--- config.mk ---
export PLATFORM = sky130hd
export DESIGN_NAME = dmem_sram_like_bridge
export DESIGN_NICKNAME = d
export VERILOG_FILES = /design/src/rtl/dmem_sram_like_bridge_pkg.sv /design/src/rtl/dmem_sram_like_bridge_wen_to_size.sv /design/src/rtl/dmem_sram_like_bridge.sv
export SDC_FILE = /design/constraint.sdc
export NUM_CORES = 1
export LEC_CHECK = 0
export BUFFER_PORTS_ARGS = -buffer_cell sky130_fd_sc_hd__buf_2
export CAP_MARGIN = 5
export CORE_ASPECT_RATIO = 1.1
export CORE_MARGIN = 3
export CORE_UTILIZATION = 40
export CTS_CLUSTER_SIZE = 16
export DETAILED_ROUTE_END_ITERATION = 8
export PLACE_DENSITY = 0.85
export SYNTH_ARGS = -nofsm -noshare
export SYNTH_HDL_FRONTEND = slang
export SYNTH_HIERARCHICAL = 1
export SYNTH_SLANG_ARGS = --single-unit
--- constraint.sdc ---
create_clock -name clk -period 1.7 [get_ports clk]
set_input_delay 0.085 -clock clk [delete_from_list [all_inputs] [get_ports clk]]
set_output_delay 0.085 -clock clk [all_outputs]
set_load 0.05 [all_outputs]
--- src/rtl/dmem_sram_like_bridge_pkg.sv ---
// Shared types and constants for the data-memory SRAM-like bridge.
//   - bridge_state_e : transaction FSM encoding (IDLE, ADDR, DATA, DONE)
//   - SZ_*           : sram-like bus size codes
package dmem_sram_like_bridge_pkg;

   typedef enum logic [1:0] {
      StIdle = 2'd0,
      StAddr = 2'd1,
      StData = 2'd2,
      StDone = 2'd3
   } bridge_state_e;

   localparam logic [1:0] SZ_BYTE = 2'd0;
   localparam logic [1:0] SZ_HALF = 2'd1;
   localparam logic [1:0] SZ_WORD = 2'd2;

endpackage

--- src/rtl/dmem_sram_like_bridge_wen_to_size.sv ---
// Maps a 4-bit byte write-enable onto the sram-like bus size code.
// Ports:
//   wen_i  : byte write enables (non-zero for a store)
//   size_o : bus size (1111 -> word, 0011/1100 -> half, one-hot -> byte)
module dmem_sram_like_bridge_wen_to_size
   import dmem_sram_like_bridge_pkg::*;
(
   input  logic [3:0] wen_i,
   output logic [1:0] size_o
);

   always_comb begin
      size_o = SZ_WORD;
      case (wen_i)
         4'b1111:                            size_o = SZ_WORD;
         4'b0011, 4'b1100:                   size_o = SZ_HALF;
         4'b0001, 4'b0010, 4'b0100, 4'b1000: size_o = SZ_BYTE;
         // Illegal lane patterns are filtered upstream; fall back to a word.
         default:                            size_o = SZ_WORD;
      endcase
   end

endmodule

--- src/rtl/dmem_sram_like_bridge.sv ---
// Bridge from the memory stage's single-cycle SRAM-style request to the
// handshaked sram-like bus (req / addr_ok / data_ok). Stalls the pipeline
// until the access completes and holds the load data while it stays stalled.
//
// Optional feature (macro DMEM_BRIDGE_RDATA_BYPASS_EN): forward data_rdata to
// cpu_rdata in the data_ok cycle, drop mem_stall there, and skip DONE when the
// pipeline is free to advance.
//
// Ports:
//   clk, resetn              : clock, asynchronous active-low reset
//   cpu_mem_en/wen/size/addr/wdata : memory-stage request
//   cpu_rdata                : load data back to the memory stage
//   cpu_longest_stall        : OR of all pipeline stalls (including ours)
//   mem_stall                : stall request to the hazard unit
//   data_req/wr/size/addr/wdata    : sram-like bus request
//   data_addr_ok/data_ok/rdata     : sram-like bus responses
module dmem_sram_like_bridge
   import dmem_sram_like_bridge_pkg::*;
#(
   parameter int unsigned ADDR_W = 32,
   parameter int unsigned DATA_W = 32
) (
   input  logic              clk,
   input  logic              resetn,
   input  logic              cpu_mem_en,
   input  logic [3:0]        cpu_wen,
   input  logic [1:0]        cpu_size,
   input  logic [ADDR_W-1:0] cpu_addr,
   input  logic [DATA_W-1:0] cpu_wdata,
   output logic [DATA_W-1:0] cpu_rdata,
   input  logic              cpu_longest_stall,
   output logic              mem_stall,
   output logic              data_req,
   output logic              data_wr,
   output logic [1:0]        data_size,
   output logic [ADDR_W-1:0] data_addr,
   output logic [DATA_W-1:0] data_wdata,
   input  logic              data_addr_ok,
   input  logic              data_data_ok,
   input  logic [DATA_W-1:0] data_rdata
);

   bridge_state_e     state_q, state_d;
   logic              wr_q, wr_d;
   logic [1:0]        size_q, size_d;
   logic [ADDR_W-1:0] addr_q, addr_d;
   logic [DATA_W-1:0] wdata_q, wdata_d;
   logic [DATA_W-1:0] rdata_q, rdata_d;

   logic              capture;   // latch bus fields on IDLE -> ADDR
   logic              complete;  // bus transaction finishes this cycle
   logic [1:0]        wen_size;

   dmem_sram_like_bridge_wen_to_size u_wen_to_size (
      .wen_i  (cpu_wen),
      .size_o (wen_size)
   );

   always_comb begin
      state_d   = state_q;
      mem_stall = 1'b0;
      data_req  = 1'b0;
      capture   = 1'b0;
      complete  = 1'b0;

      unique case (state_q)
         StIdle: begin
            // Stall in the same cycle so the pipeline never runs past an
            // access that has not been issued yet.
            if (cpu_mem_en) begin
               mem_stall = 1'b1;
               capture   = 1'b1;
               state_d   = StAddr;
            end
         end
         StAddr: begin
            data_req  = 1'b1;
            mem_stall = 1'b1;
            if (data_addr_ok) begin
               if (data_data_ok) complete = 1'b1;
               else              state_d  = StData;
            end
         end
         StData: begin
            mem_stall = 1'b1;
            if (data_data_ok) complete = 1'b1;
         end
         StDone: begin
            if (!cpu_longest_stall) state_d = StIdle;
         end
         default: state_d = StIdle;
      endcase

      if (complete) begin
`ifdef DMEM_BRIDGE_RDATA_BYPASS_EN
         mem_stall = 1'b0;
         state_d   = cpu_longest_stall ? StDone : StIdle;
`else
         state_d   = StDone;
`endif
      end
   end

   always_comb begin
      wr_d    = wr_q;
      size_d  = size_q;
      addr_d  = addr_q;
      wdata_d = wdata_q;
      rdata_d = rdata_q;
      if (capture) begin
         wr_d    = |cpu_wen;
         size_d  = (|cpu_wen) ? wen_size : cpu_size;
         addr_d  = cpu_addr;
         wdata_d = cpu_wdata;
      end
      if (complete) rdata_d = data_rdata;
   end

   always_ff @(posedge clk or negedge resetn) begin
      if (!resetn) begin
         state_q <= StIdle;
         wr_q    <= 1'b0;
         size_q  <= 2'd0;
         addr_q  <= '0;
         wdata_q <= '0;
         rdata_q <= '0;
      end else begin
         state_q <= state_d;
         wr_q    <= wr_d;
         size_q  <= size_d;
         addr_q  <= addr_d;
         wdata_q <= wdata_d;
         rdata_q <= rdata_d;
      end
   end

   // Bus fields come from registers so they stay put while data_req is high.
   assign data_wr    = wr_q;
   assign data_size  = size_q;
   assign data_addr  = addr_q;
   assign data_wdata = wdata_q;

   always_comb begin
      cpu_rdata = rdata_q;
`ifdef DMEM_BRIDGE_RDATA_BYPASS_EN
      if (complete) cpu_rdata = data_rdata;
`endif
   end

endmodule

==> results.md, run 1 <==
- RR Startpoint: state_q[0]$_DFFE_PN0P_
- FF/Latch Area: 0.002527 mm2
- Area of the multi-input gates: 0.001396 mm2
- Post-route DRC violation count: 0
- # port buffers: 208
- Crit Path Max Fanout: 10
- Register area share after synthesis: 63.84%
- Critical Path Start: state_q[0]$_DFFE_PN0P_
- CP Capture Type: flip-flop
- Post-detail-place hpwl: 6895 um
- Vias per cell: 4.724
- Flops & latches, synth: 101
- Die outline height: 110.3 um
- Req. time, crit path: 1.94 ns
- Total track usage: 20.38%
- Initial antenna violation count: 0
- Total number of vias: 3217
- Ant. Diodes: 0
- Core Rows: 37
- Reg2Reg Setup Slack: 0.02 ns
- Final worst setup slack: 0.01992 ns
- Fill cell count: 632
- Pin count of the biggest net entering global routing: 51
- Hold path start: cpu_size[1]
- Reg2Reg Depth: 6
- Root Buffer: clkbuf_8
- Setup TNS: 0 ns
- Initial core utilization: 41.71%
- Delay-heaviest family, CP: flip-flops
- Longest Clk Path Bufs: 2
- Total Die Area: 0.01113 mm2
- Crit Path Class: reg2reg
- Max_cap viols: 0
- Ys Warns: 6
- H-tree depth: 3
- Crit path time final: 1.680 ns
- Crit path largest cell delay: 0.41 ns
- Area delta synth->final: 63.72%
- Core Box Area: 0.009490 mm2
- Routability congestion estimate: 0.7138
- Worst path bufs/invs: 2
- Vias in the first global route: 3595
- Final hold viol count: 0
- Routed wire length: 11460 um
- GR Overflow Total: 0
- Share of cells above drive strength 1: 60.64%
- Place WS: 0.002408 ns
- Synth Instances: 243
- Fin cells: 681
- Leak Pwr: 3.161 nW
- Cell Area, Synth: 0.003959 mm2
- Clock skew: 0.007050 ns
- PwrDens: 2266 mW/mm2
- Hold Crit Class: in2reg
- ANT nets after route: 0
- Mean Syn Cell Area: 16.29 um2
- Drt pass-1 iters: 4
- Commonest non-fill, non-tap cell in the layout: buf_2
- Worst R2R End: cpu_rdata[18]$_DFFE_PN0P_
- 1st-iter DRT viols: 87
- Worst Hold Path Cells: 3
- CP cell instances: inv_2, ha_4, nand2_1, nor2_4, bufbuf_16, mux2_2
- CP max stage cell: dfrtp_1
- First-pass GRT wire length: 17330 um
- Crit share post-route: 98.83%
- Unrepaired setup endpoints after global routing: yes
- Nets: 672
- Startpoint types: flip-flop
- Slew @ Worst Pin: 0.4901 ns
- CTS tree: built
- Clock sinks: 101
- Peak supply drop: 1502 uV
- Max Transition Viols Final: 0
- Status: completed
- Setup violations, final: 0
- Most frequent cells in the layout: buf_2 (206), dfrtp_1 (101), dlygate4sd3_1 (97)
- DP Cell Count: 566
- Worst-path clk slew: 0.09 ns
- I/O pins: 209
- Cts bufs inserted: 9
- Die X: 100.9 um
- Worst-Skew Late Latency: 0.35 ns
- Hold Path End: data_size[1]$_DFFE_PN0P_
- Layout Utilization: 68.29%
- Max Clock Freq: 595.2 MHz
- WP data arrival: 1.92 ns
- Wirelength per Cell: 16.82 um
- Slew headroom: 67.33%
- Tot Pwr: 14.68 mW
- Syn_nets: 355
- Netlist cell types: 27
synthesized netlist by cell type:
cell type / number / area (um2)
dfrtp_1: 101 / 2527
mux2_2: 94 / 1059
buf_2: 7 / 35.03
nand2_1: 5 / 18.77
ha_1: 4 / 50.05
buf_6: 3 / 33.78
nor2_1: 3 / 11.26
o21ai_0: 3 / 15.01
a21oi_1: 2 / 10.01
inv_1: 2 / 7.510
mux2_4: 2 / 30.03
mux2i_1: 2 / 20.02
a2111o_1: 1 / 11.26
a211o_1: 1 / 8.760
a21o_1: 1 / 7.510
a31o_1: 1 / 8.760
and2_1: 1 / 6.260
nand2b_1: 1 / 6.260
nor2_4: 1 / 11.26
nor2b_4: 1 / 13.76
nor3_1: 1 / 5.000
nor4_1: 1 / 6.260
nor4_4: 1 / 21.27
nor4bb_1: 1 / 10.01
o41ai_1: 1 / 8.760
or4_1: 1 / 7.510
xnor2_1: 1 / 8.760
cell families after synthesis:
group	Yosys count	share of synthesized area, %
flip-flops	101	63.84
multiplexers	98	28.00
AND/OR/NAND/NOR	17	2.971
buffers and inverters	12	1.928
AO/OA/AOI/OAI	10	1.770
adder cells (fa/ha/maj)	4	1.264
XOR/XNOR	1	0.2213
where the power goes:
part	switching [mW]	internal, mW	total [mW]
registers	0.629	3.64	4.27
logic	6.10	2.70	8.80
clock network	0.762	0.854	1.62
flip-flops by register name (all words and copies together) (netlist names):
name,count
data_size,2
state_q,2
data_wdata,32
data_addr,32
data_wr,1
cpu_rdata,32
worst max path at each step:
stage                                      to  slack [ns]  cells past startpoint
floorplan           cpu_rdata[23]$_DFFE_PN0P_        0.02                      6
global placement    cpu_rdata[22]$_DFFE_PN0P_        0.06                      6
detailed placement  cpu_rdata[19]$_DFFE_PN0P_       0.002                      6
CTS                  cpu_rdata[0]$_DFFE_PN0P_      -0.007                      6
global route        cpu_rdata[18]$_DFFE_PN0P_       -0.02                      6
finish              cpu_rdata[18]$_DFFE_PN0P_        0.02                      6
layout make-up:
cell class	instances	share of cell area, %
Multi-Input combinational cell	130	21.54
Clock inverter	5	1.158
Sequential cell	101	39.00
Timing Repair Buffer	316	33.80
Tap cell	117	2.259
Clock buffer	10	2.124
Inverter	2	0.1158
what timing repair did:
action,in CTS,in global routing
setup buffers,2,0
endpoints found under the setup margin,14,35
gates resized for setup,3,6
hold buffers,97,0
pin swaps,0,1
hold endpoints to repair,132,0
cloned,1,0
per-stage QoR:
step	hold WS (ns)	cell area, um2
floorplan	-0.2106	3971
global placement	0.07579	5218
detailed placement	0.09331	5218
CTS	0.004861	6455
global route	0.03686	6481
finish	0.03241	6481
worst min-delay path, stage by stage:
cell     delay [ns]
buf_2          0.08
mux2i_1        0.06
o21ai_0        0.13
metal layers:
metal / routed length, um / GRT usage [%] / vias to the layer above
met3: 912 / 6.230 / 31
met2: 6216 / 38.10 / 149
met5: 0 / 0 / -
met4: 369 / 9.240 / 0
li1: - / - / 1489
met1: 3957 / 20.65 / 1548
Power figures use the tool's default switching activity.
==> inputs of run 2 (changes only) <==
--- a/config.mk
+++ b/config.mk
@@ -5,14 +5,15 @@
 export SDC_FILE = /design/constraint.sdc
 export NUM_CORES = 1
 export LEC_CHECK = 0
+export ABC_AREA = 1
 export BUFFER_PORTS_ARGS = -buffer_cell sky130_fd_sc_hd__buf_2
 export CAP_MARGIN = 5
 export CORE_ASPECT_RATIO = 1.1
 export CORE_MARGIN = 3
-export CORE_UTILIZATION = 40
+export CORE_UTILIZATION = 35
 export CTS_CLUSTER_SIZE = 16
 export DETAILED_ROUTE_END_ITERATION = 8
-export PLACE_DENSITY = 0.85
+export PLACE_DENSITY = 0.77
 export SYNTH_ARGS = -nofsm -noshare
 export SYNTH_HDL_FRONTEND = slang
 export SYNTH_HIERARCHICAL = 1
==> run 2 against run 1 <==
Sequential power decreased by 4%; largest cell class unchanged; design area increased by 1.7%; clock power up 28%; combinational power down 10%; cell count increased by 36%; wire length rose by 6.8%; critical endpoint is now mem_stall; synthesized area grew 3.7%; flip-flop and latch count unchanged; critical path depth increased by 1; critical path type is now reg2out.
==> results.md, run 2 <==
- Status: completed (unchanged)
- Root Buffer: clkbuf_16 (was clkbuf_8)
- Setup violations, final: 0 (unchanged)
- Longest Clk Path Bufs: 2 (unchanged)
- Ys Warns: 6 (unchanged)
- Startpoint types: flip-flop (unchanged)
- Leak Pwr: 3.812 nW (was 3.161 nW)
- Pin count of the biggest net entering global routing: 66 (was 51)
- Post-synth EDFFs: 0 (unchanged)
- Most frequent cells in the layout: nand2_1 (247), buf_2 (206), dfrtp_1 (101) (was buf_2 (206), dfrtp_1 (101), dlygate4sd3_1 (97))
- Crit Path Max Fanout: 5 (was 10)
- Slew @ Worst Pin: 0.5114 ns (was 0.4901 ns)
- Post-detail-place hpwl: 7398 um (was 6895 um)
- Drt pass-1 iters: 4 (unchanged)
- Mux cell area share after synthesis: 0% (was 28.00%)
- Max Transition Viols Final: 0 (unchanged)
- Met2 usage: 32.64% (was 38.10%)
- Met1 usage: 18.99% (was 20.65%)
- Worst-path clk slew: 0.07 ns (was 0.09 ns)
- Post-Synth Simple-Gate Area: 24.50% (was 2.971%)
- Nets: 886 (was 672)
- CP Capture Type: output port (was flip-flop)
- Unrepaired setup endpoints after global routing: no (was yes)
- Cell internal pwr: 6.557 mW (was 7.195 mW)
- Synth area leader: dfrtp_1 (unchanged)
- Cell Area, Synth: 0.004106 mm2 (was 0.003959 mm2)
- Worst R2R End: cpu_rdata[27]$_DFFE_PN0P_ (was cpu_rdata[18]$_DFFE_PN0P_)
- Synth top area share: 61.55% (was 63.84%)
- Routability congestion estimate: 0.7806 (was 0.7138)
- Core Rows: 40 (was 37)
- Busiest layer in global routing: met2 (unchanged)
- Total number of vias: 4102 (was 3217)
- Fill cell count: 920 (was 632)
- Die X: 109.3 um (was 100.9 um)
- Synth async-reset ratio: 100.0% (unchanged)
- First-pass GRT wire length: 18880 um (was 17330 um)
- Worst-Skew Late Latency: 0.33 ns (was 0.35 ns)
- Clock power frac: 14.8% (was 11.0%)
- Reg2Reg Setup Slack: 0.12 ns (was 0.02 ns)
- Req. time, crit path: 1.62 ns (was 1.94 ns)
- NetSw: 7.479 mW (was 7.488 mW)
- Hold path start: data_rdata[5] (was cpu_size[1])
- Flops & latches, synth: 101 (unchanged)
- CTS tree: built (unchanged)
- Hold Worst Slack: 0.01136 ns (was 0.03241 ns)
- Total track usage: 18.24% (was 20.38%)
- Clock skew: 0.01013 ns (was 0.007050 ns)
- Core Box Area: 0.01121 mm2 (was 0.009490 mm2)
- Post-synthesis adder-cell area fraction: 1.219% (was 1.264%)
- Wirelength per Cell: 13.20 um (was 16.82 um)
- Crit Path Class: reg2out (was reg2reg)
- Max Clock Freq: 624.7 MHz (was 595.2 MHz)
- Hold Crit Class: in2reg (unchanged)
- Sequential fraction of design power: 29.1% (about the same)
- Synth top area cells: dfrtp_1 (62%), nand2_1 (23%), inv_1 (4.2%) (was dfrtp_1 (64%), mux2_2 (27%), ha_1 (1.3%))
- Die outline height: 119.6 um (was 110.3 um)
- Crit path time final: 1.601 ns (was 1.680 ns)
- Final hold viol count: 0 (unchanged)
- Slew headroom: 65.91% (was 67.33%)
- Post-Synth XOR/XNOR Area: 0% (was 0.2212%)
- RR Startpoint: state_q[0]$_DFFE_PN0P_ (unchanged)
- Vias per cell: 4.425 (was 4.724)
- Max_cap viols: 0 (unchanged)
- 1st-iter DRT viols: 276 (was 87)
- Syn_nets: 586 (was 355)
- Synth Flop Type: dfrtp_1 (unchanged)
- Commonest non-fill, non-tap cell in the layout: nand2_1 (was buf_2)
- Vias in the first global route: 4149 (was 3595)
- Most frequent cells after synthesis: nand2_1 (248), dfrtp_1 (101), inv_1 (46), o21ai_0 (21), buf_2 (11) (was dfrtp_1 (101), mux2_2 (94), buf_2 (7), nand2_1 (5), ha_1 (4))
- Area delta synth->final: 60.57% (was 63.72%)
- H-tree depth: 3 (unchanged)
- Reg2Reg Depth: 7 (was 6)
- Worst Hold Path Cells: 3 (unchanged)
- # port buffers: 208 (unchanged)
- GR Overflow Total: 0 (unchanged)
- Sw Share: 53.29% (was 51.00%)
- Setup TNS: 0 ns (unchanged)
- Initial core utilization: 36.63% (was 41.71%)
- Cts bufs inserted: 9 (unchanged)
- Share of cells above drive strength 1: 31.71% (was 60.64%)
- Comb pwr share: 56.1% (was 59.9%)
- Top-count cell post-synth: nand2_1 (was dfrtp_1)
- Netlist cell types: 20 (was 27)
- Post-route DRC violation count: 0 (unchanged)
- ANT nets after route: 0 (unchanged)
- Routed wire length: 12240 um (was 11460 um)
- GRT met3 Usage: 5.971% (was 6.230%)
- Register area share after synthesis: 61.55% (was 63.84%)
- Hold Path End: cpu_rdata[5]$_DFFE_PN0P_ (was data_size[1]$_DFFE_PN0P_)
- Compound-gate portion of the synthesized area: 5.576% (was 1.770%)
- Initial antenna violation count: 0 (unchanged)
- Total Die Area: 0.01307 mm2 (was 0.01113 mm2)
- Mean Syn Cell Area: 8.663 um2 (was 16.29 um2)
- Synth Instances: 474 (was 243)
- PwrDens: 2129 mW/mm2 (was 2266 mW/mm2)
- Largest family of logic cells by synthesized area: simple AND/OR/NAND/NOR gates (was multiplexers)
- Crit share post-route: 94.16% (was 98.83%)
- Peak supply drop: 1072 uV (was 1502 uV)
- Clock sinks: 101 (unchanged)
- I/O pins: 209 (unchanged)
- WP data arrival: 1.52 ns (was 1.92 ns)
## run 2: cell types whose count changed in the layout (fill, tap and decap cells not counted), sizes merged, moves of 3 or more
cell | before | now
nand2 | 5 | 248
mux2 | 96 | 0
inv | 2 | 50
o21ai | 3 | 33
dlygate4sd3 | 97 | 93
nand3 | 0 | 4
nor2 | 4 | 8
a21oi | 2 | 5
## run 2: worst max-delay path: stages, from the launching register on
cell	delay, ns
dfrtp_1	0.38
inv_1	0.09
ha_1	0.21
nand2_4	0.09
inv_4	0.08
nor2_1	0.05
nor2_2	0.10
buf_6	0.17
## run 2: repair_timing
item,4_1_cts,5_1_grt
setup buffers,2,0
resized for setup,1,3
hold endpoints to repair,130,0
hold buffers,93,0
endpoints found under the setup margin,1,1
## run 2: per-stage QoR
stage	util, %	total power [mW]	worst slack (ns)	cell area [um2]	instances
final	58.82	14.04	0.09933	6594	927
after global routing	58.79	14.84	0.006748	6591	926
after CTS	58.69	14.05	0.05327	6580	926
after detailed placement	47.51	11.71	0.1827	5326	815
after global placement	47.51	11.59	0.2501	5326	815
after floorplan	-	9.839	0.08903	4111	474
## run 2: worst max-delay path by stage
stage / startpoint / to / slack, ns / cells after the start
after CTS: state_q[1]$_DFFE_PN0P_ / mem_stall / 0.05 / 7
after detailed placement: state_q[1]$_DFFE_PN0P_ / cpu_rdata[27]$_DFFE_PN0P_ / 0.18 / 7
after global placement: state_q[1]$_DFFE_PN0P_ / cpu_rdata[25]$_DFFE_PN0P_ / 0.25 / 7
final: state_q[0]$_DFFE_PN0P_ / mem_stall / 0.1 / 7
after floorplan: state_q[1]$_DFFE_PN0P_ / cpu_rdata[24]$_DFFE_PN0P_ / 0.09 / 8
after global routing: state_q[1]$_DFFE_PN0P_ / mem_stall / 0.007 / 7
## run 2: power by group through the flow
stage	logic (mW)	clock network, mW	registers [mW]
6_report	7.88	2.08	4.08
5_1_grt	8.38	2.24	4.21
4_1_cts	7.85	2.14	4.06
3_5_place_dp	7.62	0	4.09
3_3_place_gp	7.50	0	4.10
2_1_floorplan	1.92	0	7.92
## run 2: cells by family after synthesis
| kind of cell | after synthesis |
|---|---|
| AO/OA/AOI/OAI | 39 |
| adder cells (fa/ha/maj) | 4 |
| buffers and inverters | 68 |
| flip-flops | 101 |
| AND/OR/NAND/NOR | 262 |
## run 2: layer usage
| metal | wire length, um | share of wire, % |
|---|---|---|
| met1 | 4569 | 37 |
| met2 | 6253 | 51 |
| met3 | 1057 | 8.6 |
| met4 | 356 | 2.9 |
| met5 | 0 | 0 |
## run 2: cell type report
class / instances / area [um2] / area share (%)
well taps: 147 / 183.9 / 2.789
diodes: 1 / 2.502 / 0.03795
clock buffers: 9 / 225.2 / 3.416
repair buffers: 310 / 2098 / 31.82
clock inverters: 7 / 80.08 / 1.214
flip-flops and latches: 101 / 2527 / 38.33
inverters: 47 / 178.9 / 2.713
multi-input cells: 305 / 1297 / 19.68
==> inputs of run 3 (changes only) <==
--- a/config.mk
+++ b/config.mk
@@ -10,10 +10,10 @@
 export CAP_MARGIN = 5
 export CORE_ASPECT_RATIO = 1.1
 export CORE_MARGIN = 3
-export CORE_UTILIZATION = 35
+export CORE_UTILIZATION = 41
 export CTS_CLUSTER_SIZE = 16
 export DETAILED_ROUTE_END_ITERATION = 8
-export PLACE_DENSITY = 0.77
+export PLACE_DENSITY = 0.86
 export SYNTH_ARGS = -nofsm -noshare
 export SYNTH_HDL_FRONTEND = slang
 export SYNTH_HIERARCHICAL = 1
==> run 3 against run 2 <==
Clock-buffer cell count rose by 4; sequential power rose by 2%; wire length rose by 9.1%; via count is 4.1% higher; highest routed layer unchanged.
==> results.md, run 3 (same netlist as run 2, synthesis figures left out) <==
- Crit path time final: 1.613 ns (was 1.601 ns)
- Worst-Skew Late Latency: 0.35 ns (was 0.33 ns)
- Most frequent cells in the layout: nand2_1 (247), buf_2 (206), dfrtp_1 (101) (unchanged)
- Commonest non-fill, non-tap cell in the layout: nand2_1 (unchanged)
- Layout Utilization: 69.50% (was 58.82%)
- Delay-heaviest family, CP: flip-flops (unchanged)
- Drt pass-1 iters: 5 (was 4)
- Routed wire length: 13350 um (was 12240 um)
- Startpoint types: flip-flop (unchanged)
- Status: completed (unchanged)
- 1st-iter DRT viols: 226 (was 276)
- # port buffers: 208 (unchanged)
- Wirelength per Cell: 14.68 um (was 13.20 um)
- Post-route DRC violation count: 0 (unchanged)
- First-pass GRT wire length: 21130 um (was 18880 um)
- Area delta synth->final: 61.40% (was 60.57%)
- Share of cells above drive strength 1: 32.45% (was 31.71%)
- Req. time, crit path: 1.97 ns (was 1.62 ns)
- Crit Path Class: reg2reg (was reg2out)
- Cts bufs inserted: 9 (unchanged)
- Slew @ Worst Pin: 0.4650 ns (was 0.5114 ns)
- Routability congestion estimate: 0.7484 (was 0.7806)
- Nets: 899 (was 886)
- CTS tree: built (unchanged)
- Longest Clk Path Bufs: 2 (unchanged)
- CP Capture Type: flip-flop (was output port)
- Hold Worst Slack: 0.07934 ns (was 0.01136 ns)
- Crit share post-route: 94.88% (was 94.16%)
- Total number of vias: 4269 (was 4102)
- Crit path largest cell delay: 0.41 ns (was 0.38 ns)
- Total Die Area: 0.01125 mm2 (was 0.01307 mm2)
- Worst R2R End: cpu_rdata[19]$_DFFE_PN0P_ (was cpu_rdata[27]$_DFFE_PN0P_)
- Reg2Reg Setup Slack: 0.09 ns (was 0.12 ns)
- Reg2Reg Depth: 7 (unchanged)
- Hold Crit Class: in2reg (unchanged)
- ANT nets after route: 0 (unchanged)
- Core Box Area: 0.009537 mm2 (was 0.01121 mm2)
- Fill cell count: 648 (was 920)
- Post-detail-place hpwl: 7881 um (was 7398 um)
- Vias in the first global route: 4567 (was 4149)
- Crit Path Max Fanout: 39 (was 5)
- Final hold viol count: 0 (unchanged)
- Root Buffer: clkbuf_8 (was clkbuf_16)
- Setup TNS: 0 ns (unchanged)
- Unrepaired setup endpoints after global routing: yes (was no)
- Tot Pwr: 13.96 mW (was 14.04 mW)
- Setup violations, final: 0 (unchanged)
- Ant. Diodes: 0 (was 1)
- RR Startpoint: state_q[0]$_DFFE_PN0P_ (unchanged)
- Peak supply drop: 1455 uV (was 1072 uV)
- Critical Path Start: state_q[0]$_DFFE_PN0P_ (unchanged)
- Logic depth of the worst path, buffers included: 7 (unchanged)
- Initial core utilization: 43.06% (was 36.63%)
- Pin count of the biggest net entering global routing: 43 (was 66)
- Setup crit end: cpu_rdata[19]$_DFFE_PN0P_ (was mem_stall)
- Worst Hold Path Cells: 4 (was 3)
- Worst path bufs/invs: 2 (was 3)
- CP max stage cell: dfrtp_1 (unchanged)
- Max Transition Viols Final: 0 (unchanged)
- Clock sinks: 101 (unchanged)
- Max Clock Freq: 620.0 MHz (was 624.7 MHz)
- Leak Pwr: 3.852 nW (was 3.812 nW)
- Vias per cell: 4.696 (was 4.425)
- Initial antenna violation count: 0 (unchanged)
- I/O pins: 209 (unchanged)
- GR Overflow Total: 0 (unchanged)
- Die X: 101.4 um (was 109.3 um)
- Total track usage: 23.69% (was 18.24%)
- PwrDens: 2106 mW/mm2 (was 2129 mW/mm2)
- Worst-path clk slew: 0.09 ns (was 0.07 ns)
- Die outline height: 111.0 um (was 119.6 um)
- Core Rows: 37 (was 40)
- WP data arrival: 1.88 ns (was 1.52 ns)
- Slew headroom: 69.00% (was 65.91%)
- H-tree depth: 3 (unchanged)
- Max_cap viols: 0 (unchanged)
- Clock skew: 0.006699 ns (was 0.01013 ns)
- CP cell instances: buf_4, ha_2, a21o_2, nand3_4, buf_12, nand2_1, o21ai_0 (was inv_1, ha_1, nand2_4, inv_4, nor2_1, nor2_2, buf_6)
==> run 3: changes by cell type in the layout (fill, tap and decap cells not counted), moves of 2 or more <==
cell	before	now
buf_4	6	11
inv_1	46	44
buf_12	4	6
inv_2	0	2
clkinvlp_4	2	0
clkbuf_8	0	13
inv_6	3	0
clkbuf_16	9	0
dlygate4sd3_1	93	99
==> run 3: power by group <==
part           switching (mW)  internal (mW)
registers               0.631           3.52
logic                    6.07           1.97
clock network           0.782          0.989
==> run 3: metal layers <==
layer,global-route usage (%),wire (um),vias up
met5,0,0,-
met4,11.17,464,0
met3,4.909,1017,42
met2,42.71,6984,221
met1,25.86,4881,1962
li1,-,-,2044
==> run 3: metrics by stage <==
step,cell area (um2),worst slack [ns],cells
detailed placement,5321,0.07416,786
finish,6628,0.08711,909
floorplan,4111,0.08903,474
CTS,6563,0.001104,901
global route,6628,-0.04867,909
global placement,5321,0.2169,786
==> run 3: what timing repair did <==
action	in CTS	in global routing
gates resized for setup	2	4
hold endpoints to repair	130	0
setup buffers	0	8
hold buffers	99	0
setup endpoints to repair	1	12
==> run 3: worst reg2reg max path, stage by stage, from the launching register on <==
cell	delay, ns
dfrtp_1	0.41
buf_4	0.15
ha_2	0.21
a21o_2	0.24
nand3_4	0.14
buf_12	0.21
nand2_1	0.08
o21ai_0	0.09
==> run 3: final cells by class <==
| class | count | area [um2] | area share (%) |
|---|---|---|---|
| Sequential cell | 101 | 2527 | 38.13 |
| Timing Repair Buffer | 323 | 2236 | 33.74 |
| Multi-Input combinational cell | 305 | 1295 | 19.54 |
| Clock buffer | 13 | 178.9 | 2.700 |
| Inverter | 47 | 178.9 | 2.700 |
| Tap cell | 117 | 146.4 | 2.209 |
| Clock inverter | 3 | 65.06 | 0.9817 |
==> run 3: worst min path at each step <==
stage	from	end	slack (ns)
after CTS	cpu_wen[2]	data_size[1]$_DFFE_PN0P_	0.05
after global routing	cpu_wen[2]	data_size[0]$_DFFE_PN0P_	0.08
after detailed placement	resetn	data_addr[8]$_DFFE_PN0P_	0.06
after floorplan	resetn	cpu_rdata[0]$_DFFE_PN0P_	-0.21
after global placement	resetn	data_addr[9]$_DFFE_PN0P_	0.06
final	cpu_wen[2]	data_size[1]$_DFFE_PN0P_	0.08
